<file path="src/rtl/mux2_arb_pkg.sv">
// Shared types and constants for the two-requester mux arbiter.
package mux2_arb_pkg;

    typedef enum logic [1:0] {
        IDLE  = 2'd0,
        OWN_A = 2'd1,
        OWN_B = 2'd2
    } arb_state_t;

    localparam logic SEL_A = 1'b0;
    localparam logic SEL_B = 1'b1;

endpackage

</file>
<file path="src/rtl/mux2_gated_w.sv">
// WIDTH-wide gated 2:1 multiplexer: y = (a & ~s) | (b & s) per bit.
module mux2_gated_w #(
    parameter int WIDTH = 8
) (
    input  logic [WIDTH-1:0] a,
    input  logic [WIDTH-1:0] b,
    input  logic             s,
    output logic [WIDTH-1:0] y
);

    logic [WIDTH-1:0] s_vec;

    assign s_vec = {WIDTH{s}};
    assign y     = (a & ~s_vec) | (b & s_vec);

endmodule

</file>
<file path="src/rtl/mux2_arbiter.sv">
// Round-robin arbiter driving a gated 2:1 mux into one registered output stage.
// Define MUX2_ARB_LOCK_EN to hold ownership for a whole packet (until *_last).
module mux2_arbiter
    import mux2_arb_pkg::*;
#(
    parameter int WIDTH = 8
) (
    input  logic             clk,
    input  logic             rst,
    input  logic             a_valid,
    input  logic [WIDTH-1:0] a_data,
    input  logic             a_last,
    output logic             a_ready,
    input  logic             b_valid,
    input  logic [WIDTH-1:0] b_data,
    input  logic             b_last,
    output logic             b_ready,
    output logic             sel,
    output logic             out_valid,
    output logic [WIDTH-1:0] out_data,
    output logic             out_last,
    input  logic             out_ready
);

    logic             slot;
    logic             prio;
    logic             rr_a;
    logic             rr_b;
    logic             grant_a;
    logic             grant_b;
    logic             accept;
    logic             acc_last;
    logic             prio_upd;
    logic [WIDTH-1:0] mux_data;

    assign slot = ~out_valid | out_ready;

    // Plain round-robin choice: a lone requester wins, a tie goes to prio.
    assign rr_a = a_valid & (~b_valid | (prio == SEL_A));
    assign rr_b = b_valid & ~rr_a;

`ifdef MUX2_ARB_LOCK_EN
    arb_state_t state;
    arb_state_t state_nxt;

    // While a packet owns the mux, the other side is shut out even if the owner idles.
    always_comb begin
        grant_a = rr_a;
        grant_b = rr_b;
        case (state)
            OWN_A: begin
                grant_a = a_valid;
                grant_b = 1'b0;
            end
            OWN_B: begin
                grant_a = 1'b0;
                grant_b = b_valid;
            end
            default: ;
        endcase
    end

    always_comb begin
        state_nxt = state;
        if (accept) begin
            if (acc_last)
                state_nxt = IDLE;
            else
                state_nxt = grant_b ? OWN_B : OWN_A;
        end
    end

    always_ff @(posedge clk or posedge rst) begin
        if (rst)
            state <= IDLE;
        else
            state <= state_nxt;
    end

    assign prio_upd = accept & acc_last;
`else
    assign grant_a  = rr_a;
    assign grant_b  = rr_b;
    assign prio_upd = accept;
`endif

    // rst gating keeps both readys low while reset is held.
    assign a_ready  = slot & grant_a & ~rst;
    assign b_ready  = slot & grant_b & ~rst;
    assign accept   = a_ready | b_ready;
    assign acc_last = grant_b ? b_last : a_last;

    mux2_gated_w #(
        .WIDTH (WIDTH)
    ) u_mux (
        .a (a_data),
        .b (b_data),
        .s (grant_b),
        .y (mux_data)
    );

    // Output stage: loads on accept, drains when consumed with nothing new behind it.
    always_ff @(posedge clk or posedge rst) begin
        if (rst) begin
            out_valid <= 1'b0;
            out_data  <= '0;
            out_last  <= 1'b0;
            sel       <= SEL_A;
        end else if (accept) begin
            out_valid <= 1'b1;
            out_data  <= mux_data;
            out_last  <= acc_last;
            sel       <= grant_b ? SEL_B : SEL_A;
        end else if (out_ready) begin
            out_valid <= 1'b0;
        end
    end

    always_ff @(posedge clk or posedge rst) begin
        if (rst)
            prio <= SEL_A;
        else if (prio_upd)
            prio <= grant_b ? SEL_A : SEL_B;
    end

endmodule

</file>
<file path="config.mk">
export PLATFORM = sky130hd
export DESIGN_NAME = mux2_arbiter
export DESIGN_NICKNAME = d
export VERILOG_FILES = /design/src/rtl/mux2_arb_pkg.sv /design/src/rtl/mux2_gated_w.sv /design/src/rtl/mux2_arbiter.sv
export SDC_FILE = /design/constraint.sdc
export NUM_CORES = 1
export LEC_CHECK = 0
export BUFFER_PORTS_ARGS = -buffer_cell sky130_fd_sc_hd__buf_2
export CAP_MARGIN = 0
export CORE_MARGIN = 1.5
export CORE_UTILIZATION = 46
export CTS_BUF_LIST = sky130_fd_sc_hd__clkbuf_16
export CTS_CLUSTER_SIZE = 25
export DETAILED_ROUTE_END_ITERATION = 8
export MAX_ROUTING_LAYER = met4
export PLACE_DENSITY = 0.81
export SLEW_MARGIN = 20
export SYNTH_ARGS = -nofsm -noshare
export SYNTH_HDL_FRONTEND = slang
export SYNTH_HIERARCHICAL = 1
export SYNTH_SLANG_ARGS = --single-unit
</file>
<file path="constraint.sdc">
create_clock -name clk -period 2.8 [get_ports clk]
set_clock_uncertainty 0.1 [all_clocks]
set_input_delay 0.14 -clock clk [delete_from_list [all_inputs] [get_ports clk]]
set_output_delay 0.14 -clock clk [all_outputs]
set_load 0.005 [all_outputs]
</file>
Word level (Yosys, flattened, before mapping)

Cells that the tools add are included.

Bits in registers: 12
Word-level logic and storage cells: 29
Output and inout bits: 13
Input port bits: 23

Reduce and logical (&&, ||, !) cells: 1
Mux-type cells: 5
Bitwise operators: 18

Operators with widths:

| kind               | count |
|---|---|
| $and A8 B8 Y8      | 2 |
| $not A8 Y8         | 1 |
| $or A8 B8 Y8       | 1 |
| $and A1 B1 Y1      | 6 |
| $mux W1            | 5 |
| $not A1 Y1         | 5 |
| $or A1 B1 Y1       | 3 |
| $reduce_bool A2 Y1 | 1 |

Longest topological paths before layout

Gate-level depths: netlist of run 1.

Depth in word-level cells: 9
Depth in mapped cells: 6
Mapped depth without buffers: 5

By module

The synthesis of run 1 kept the hierarchy.

Modules (own cells, without submodules):

| module       | seq. area each (µm²) | instances | area an instance (µm²) | cells an instance |
|---|---|---|---|---|
| mux2_arbiter | 300.3                | 1         | 558.0                  | 40 |
| mux2_gated_w | 0.0                  | 1         | 131.4                  | 9 |

Least setup slack after synthesis of run 1

Ideal clock, no wire load.

Path kind: register to register
Start point: register prio
End point: register out_data[0]
Data required time: 2575 ps
Path buffers: 1
Arrival: 1336 ps
Cell stages (with the launch flop): 7
Setup slack: 1238 ps
Library setup time: 125 ps
Cells stage by stage: dfrtp_1 nand2b_1 nand2_1 inv_1 buf_6 mux2_4 mux2_4

Longest elaborated chain between the ends: 8
Elaborated cells on any way between the ends: 14

Ends and longest elaborated chain:

| item                   | line                | source |
|---|---|---|
| from (decl)            | mux2_arbiter.sv:26  | `logic prio;` |
| from (signal assigned) | mux2_arbiter.sv:123 | `prio <= grant_b ? SEL_A : SEL_B;` |
| $not A1 Y1 (*)         | mux2_arbiter.sv:39  | `assign rr_a = a_valid & (~b_valid \| (prio == SEL_A));` |
| $or A1 B1 Y1 (*)       | mux2_arbiter.sv:39  |  |
| $and A1 B1 Y1 (*)      | mux2_arbiter.sv:39  |  |
| $not A1 Y1 (*)         | mux2_arbiter.sv:40  | `assign rr_b = b_valid & ~rr_a;` |
| $and A1 B1 Y1 (*)      | mux2_arbiter.sv:40  |  |
| net grant_b            | mux2_arbiter.sv:30  | `logic grant_b;` |
| $not A8 Y8             | mux2_gated_w.sv:14  | `assign y = (a & ~s_vec) \| (b & s_vec);` |
| $and A8 B8 Y8          | mux2_gated_w.sv:14  |  |
| $or A8 B8 Y8 (*)       | mux2_gated_w.sv:14  |  |
| net mux_data[0]        | mux2_arbiter.sv:34  | `logic [WIDTH-1:0] mux_data;` |
| to (signal assigned)   | mux2_arbiter.sv:111 | `out_data <= mux_data;` |
| to (decl)              | mux2_arbiter.sv:20  | `output logic [WIDTH-1:0] out_data,` |

The timed path passes the listed nets; every way through them passes the cells marked *.
A chain may end at the register's enable or synchronous reset.

Worst setup path after layout of run 1

Start point: input rst
End point: register out_data[6]

Longest elaborated chain between the ends: 3
Elaborated cells on any way between the ends: 4

Ends and longest elaborated chain:

| item                                    | line                                   | source |
|---|---|---|
| from (decl)                             | mux2_arbiter.sv:9                      | `input logic rst,` |
| $not A1 Y1 (*)                          | mux2_arbiter.sv:88, mux2_arbiter.sv:89 |  |
| $and A1 B1 Y1, on equally long branches | mux2_arbiter.sv:88, mux2_arbiter.sv:89 |  |
| $or A1 B1 Y1 (*)                        | mux2_arbiter.sv:90                     | `assign accept = a_ready \| b_ready;` |

Mark *: on every way between the ends. The rest lies on a longest branch, timed or not.

==> impl_metrics.json, run 1 <==
{
  "status": "complete, no violations",
  "cts_made_buffers": 3,
  "tightest_slew_ns": 0.461,
  "htree_levels": 1,
  "wl_um": 1420,
  "cts_setup_buffers": 0,
  "slew_headroom_pct": 69.2,
  "power_density_nw_per_um2": 694,
  "path_max_fanout": 17,
  "fin_crit_sh_pct": 67.7,
  "clockPowerShare_pct": 37.9,
  "period_needed_ns": 1.89,
  "post-place-ws_ns": 1.05,
  "drive_gt1_share_pct": 66.3,
  "grt_overflow": 0,
  "cp_slowest_cell": "dlygate4sd3_1",
  "antenna_found_initial": 0,
  "fillers": 109,
  "diodes": 0,
  "place_congestion": 0.749,
  "comb_power_share_pct": 26.2,
  "ys_warn_count": 6,
  "timing.fmax_ghz": 0.528,
  "io_pins": 36,
  "synth_nets": 72,
  "initial_core_util_pct": 51.1,
  "final_common_cell": "buf_2",
  "internal_power_uw": 506,
  "hold_buffers": 1,
  "crit_arrival_ns": 1.91,
  "drv_cap": 0,
  "netlist_area_um2": 689,
  "mostFrequentLayoutCells": "buf_2, mux2_4, dfrtp_1",
  "worst_ir_drop_vdd_mv": 0.690,
  "leakagePower_nw": 0.510,
  "ys_ff_latch": 12,
  "rows": 13,
  "cts_resized": 0,
  "cp-end-kind": "register",
  "nets": 111,
  "cts.sinks": 12,
  "cp_cell_sequence": "dlygate4sd3_1, buf_2, inv_2, o211a_1, mux2_4",
  "yosysSeqAreaShare_pct": 43.6,
  "hp-class": "in2reg",
  "ant_nets": 0,
  "grt_usage_pct": 18.7,
  "slew_violations": 0,
  "first_global_vias": 546,
  "timing.final.ws_setup_ns": 0.905,
  "seqPwrFrac_pct": 35.9,
  "routedWlPerCell_um": 14.1,
  "rsz0062_at_grt": "false",
  "die_x_um": 41.7,
  "core_area_um2": 1350,
  "ys_types": 19,
  "avgViaCountPerCell": 5.20,
  "clock_latency_ns": 0.23,
  "swShare_pct": 22.9,
  "drt-pass1-iter-count": 4,
  "vias": 525,
  "syn_to_final_growth_pct": 37.2,
  "place_hpwl_um": 1060,
  "hold_viol": 0,
  "multi_input_area_um2": 359,
  "regArea_um2": 300,
  "clockRootBuffer": "clkbuf_16",
  "clockBufferDepth": 2,
  "start_kind": "primary input",
  "fin_area_um2": 946,
  "clkTransAtPathRegs_ns": 0.04,
  "critPathKind": "in2reg",
  "critPathMaxStageDelay_ns": 0.54,
  "cts_tree": "yes",
  "first_iter_violations": 7,
  "totalNegativeSetupSlack_ns": 0,
  "synth.avg_cell_area_um2": 14.1,
  "grt_max_degree": 18,
  "die_y_um": 41.7,
  "portBuffers": 35,
  "switching_power_uw": 150,
  "grt_pass1_wl_um": 2370,
  "netlist_instances": 49,
  "placed_area_um2": 861,
  "setup_viol": 0,
  "required_ns": 2.81,
  "drc": 0,
  "die-area_um2": 1740
}
## cells by family after synthesis
group | synth area share (%)
AND/OR/NAND/NOR | 7.62
buffers and inverters | 4.35
multiplexers | 34.8
AO/OA/AOI/OAI | 9.62
flip-flops | 43.6
## cell usage after synthesis
library cell	number	share of area [%]
nor2_1	3	1.6
nand2b_4	1	2.0
a41oi_1	1	1.3
nand2b_1	1	0.91
dfrtp_1	12	44
o2bb2ai_1	1	1.3
a31oi_1	1	0.91
o211a_1	1	1.5
a21bo_1	1	1.5
buf_6	2	3.3
nand2_1	2	1.1
o21ai_0	1	0.73
inv_1	1	0.54
o22a_1	1	1.3
nor2b_2	1	1.3
a2bb2oi_1	1	1.3
inv_2	1	0.54
nand3_1	1	0.73
mux2_4	16	35
## critical path: cells and delay by family
kind / cells / cell delay (ns)
AO/OA/AOI/OAI: 1 / 0.51
multiplexers: 1 / 0.34
buffers and inverters: 3 / 0.92
## per-stage QoR
step | cells | hold WS [ns] | total power [mW] | util [%]
2_1_floorplan | 49 | -0.140 | 0.346 | -
6_report | 101 | 0.104 | 0.656 | 70.1
3_5_place_dp | 97 | 0.0162 | 0.407 | 63.8
4_1_cts | 101 | 0.104 | 0.664 | 70.1
5_1_grt | 101 | 0.116 | 0.691 | 70.1
3_3_place_gp | 97 | 0.0107 | 0.399 | 63.8
## power by group through the flow
stage	combinational [mW]	clock (mW)	sequential, mW
after floorplan	0.108	0	0.238
final	0.172	0.249	0.236
after CTS	0.174	0.254	0.236
after detailed placement	0.170	0	0.237
after global placement	0.165	0	0.235
after global routing	0.185	0.266	0.240
## per-layer routing
| metal | up-vias | share of wire [%] | GRT usage (%) |
|---|---|---|---|
| met1 | 250 | 37 | 20.0 |
| met2 | 21 | 55 | 32.2 |
| li1 | 250 | - | - |
| met5 | - | 0 | - |
| met3 | 4 | 5.2 | 5.22 |
| met4 | 0 | 2.0 | 7.74 |
## state kept, by name, indices dropped and copies added (netlist names)
register   flops
out_data       8
prio           1
sel            1
out_last       1
out_valid      1
## cell type report
type	count	share of cell area, %
sequential	12	31.7
clock buffer	3	7.94
inverter	2	0.794
multi-input combinational	33	38.0
tap	15	1.98
timing repair buffer	36	19.6
## final timing paths
path,from,to,slack [ns],depth (start not counted)
max,rst,out_data[6]$_DFFE_PP0P_,0.91,5
min,b_valid,prio$_DFFE_PP0P_,0.10,2
max reg2reg,prio$_DFFE_PP0P_,out_data[6]$_DFFE_PP0P_,1.02,5
min reg2reg,sel$_DFFE_PP0P_,sel$_DFFE_PP0P_,0.40,1
max in group asynchronous,rst,out_data[2]$_DFFE_PP0P_,2.03,3
min in group asynchronous,rst,out_valid$_DFFE_PP0P_,0.33,3
Note: power is estimated with default switching activity, not from simulation.
==> run 2: changes to the inputs <==
CORE_UTILIZATION = 39   (was 46)
PLACE_DENSITY = 0.73   (was 0.81)
clock period = 1.7 ns   (was 2.8 ns; I/O delays follow)
==> run 2 against run 1 <==
Critical path depth stayed put. Clock power is 71% higher. Largest cell class unchanged. Sequential cell count stayed put. Largest power group unchanged. Utilization is 9.5 points lower. Sequential power is 63% higher. Wire length is 0.28% higher.
==> impl_metrics.json, run 2 (synthesized netlist as in run 1, its figures left out) <==
{
  "clkTransAtPathRegs_ns": 0.04,
  "crit_arrival_ns": 1.67,
  "fin_crit_sh_pct": 97.5,
  "mostFrequentLayoutCells": "buf_2, mux2_4, dfrtp_1",
  "largest_reg_flops": 8,
  "swShare_pct": 23.4,
  "placed_area_um2": 893,
  "critPathKind": "reg2reg",
  "start_kind": "register",
  "drv_cap": 0,
  "vias": 556,
  "portBuffers": 35,
  "cp-end-kind": "register",
  "slew_violations": 0,
  "timing.final.ws_setup_ns": 0.0420,
  "nets": 118,
  "htree_levels": 1,
  "antenna_found_initial": 0,
  "cts.sinks": 12,
  "die_y_um": 45.0,
  "top_register": "out_data",
  "cts_made_buffers": 3,
  "die_x_um": 45.0,
  "drt-pass1-iter-count": 5,
  "internal_power_uw": 869,
  "p_total_mw": 1.14,
  "rr_worst_depth": 5,
  "slew_headroom_pct": 84.4,
  "status": "complete, no violations",
  "crit_end": "out_data[2]$_DFFE_PP0P_",
  "comb_power_share_pct": 28.7,
  "grt_usage_pct": 15.9,
  "post-place-ws_ns": -0.0313,
  "syn_to_final_growth_pct": 48.5,
  "path_max_fanout": 8,
  "fin_area_um2": 1020,
  "die-area_um2": 2030,
  "setup_viol": 0,
  "required_ns": 1.72,
  "clock_latency_ns": 0.24,
  "core_area_um2": 1690,
  "wl_um": 1430,
  "seqPwrFrac_pct": 33.9,
  "first_iter_violations": 12,
  "drc": 0,
  "diodes": 0,
  "power_density_nw_per_um2": 1110,
  "cp_cell_sequence": "nand2b_4, nand2_4, clkinvlp_4, mux2_4, mux2_4",
  "cp_slowest_cell": "mux2_4",
  "hold_viol": 0,
  "rrSetupSlack_ns": 0.04,
  "hp-class": "in2reg",
  "r2r-end": "out_data[2]$_DFFE_PP0P_",
  "period_needed_ns": 1.66,
  "r2r-start": "prio$_DFFE_PP0P_",
  "clockRootBuffer": "clkbuf_16",
  "clockBufferDepth": 2,
  "tightest_slew_ns": 0.234,
  "final_common_cell": "buf_2",
  "ant_nets": 0,
  "io_pins": 36,
  "switching_power_uw": 266,
  "place_congestion": 0.741,
  "drive_gt1_share_pct": 71.3,
  "initial_core_util_pct": 40.8,
  "first_global_vias": 531,
  "grt_max_degree": 17,
  "clockPowerShare_pct": 37.5,
  "critPathMaxStageDelay_ns": 0.37,
  "crit_path_frequent_cell": "mux2_4",
  "place_hpwl_um": 1080,
  "cts_tree": "yes",
  "leakagePower_nw": 0.548,
  "grt_pass1_wl_um": 2230,
  "grt_overflow": 0,
  "worstSetupStartpoint": "prio$_DFFE_PP0P_",
  "worst_ir_drop_vdd_mv": 0.727,
  "rows": 15,
  "hold_path_startpoint": "out_ready",
  "avgViaCountPerCell": 5.01,
  "rsz0062_at_grt": "true",
  "routedWlPerCell_um": 12.9,
  "timing.fmax_ghz": 0.603
}
==> run 2: changes by cell type in the layout (fill, tap and decap cells not counted) <==
cell / before / now
nand2b_1: 1 / 0
nand2_4: 0 / 1
buf_4: 0 / 7
nand2b_4: 1 / 2
nand2_1: 2 / 1
clkinvlp_4: 0 / 1
inv_1: 1 / 0
clkinv_1: 0 / 1
==> run 2: timing repair <==
| item | 4_1_cts | 5_1_grt |
|---|---|---|
| hold buffers | 1 | 0 |
| buffers inserted | 1 | 2 |
| resized for setup | 3 | 1 |
| pin swaps | 0 | 1 |
| hold endpoints to repair | 13 | 0 |
| endpoints found under the setup margin | 8 | 8 |
==> run 2: metal layers <==
metal | vias to the layer above | track usage (%) | part of all wire, %
met5 | - | - | 0
met4 | 0 | 7.06 | 1.2
met3 | 2 | 4.80 | 2.4
met2 | 13 | 26.0 | 56
met1 | 274 | 17.6 | 40
li1 | 267 | - | -
==> run 2: critical path: cells and delay by family (launching register included) <==
family / cells / cell delay [ns]
mux: 2 / 0.63
flops: 1 / 0.36
buf+inv: 1 / 0.22
simple gates: 2 / 0.23
==> run 2: worst min path at each step <==
stage / to / slack, ns / cells past startpoint
floorplan: out_data[0]$_DFFE_PP0P_ / -0.19 / 1
global placement: out_valid$_DFFE_PP0P_ / 0.004 / 3
detailed placement: out_valid$_DFFE_PP0P_ / 0.01 / 3
CTS: prio$_DFFE_PP0P_ / 0.06 / 2
global route: prio$_DFFE_PP0P_ / 0.11 / 2
finish: out_valid$_DFFE_PP0P_ / 0.08 / 3
==> run 2: area by class of cell <==
class | count | area [um2]
sequential | 12 | 300
fill | 145 | 666
tap | 17 | 21.3
clock inverter | 1 | 3.75
multi-input combinational | 33 | 374
clock buffer | 3 | 75.1
inverter | 2 | 11.3
timing repair buffer | 43 | 238
==> run 2: metrics by stage <==
stage                     instances  hold WS (ns)  TNS, ns  utilization (%)
final                           111        0.0784        0             60.6
after global routing            111         0.106   -0.125             60.6
after CTS                       109        0.0583        0             59.4
after detailed placement        103        0.0140   -0.175             52.9
after global placement          103       0.00403        0             52.9
after floorplan                  49        -0.195        0                -
==> run 2: power groups by stage <==
stage	Sequential, mW	Clock [mW]	Combinational (mW)
3_5_place_dp	0.390	0	0.291
2_1_floorplan	0.392	0	0.178
3_3_place_gp	0.387	0	0.283
4_1_cts	0.384	0.435	0.316
6_report	0.384	0.425	0.326
5_1_grt	0.390	0.452	0.356
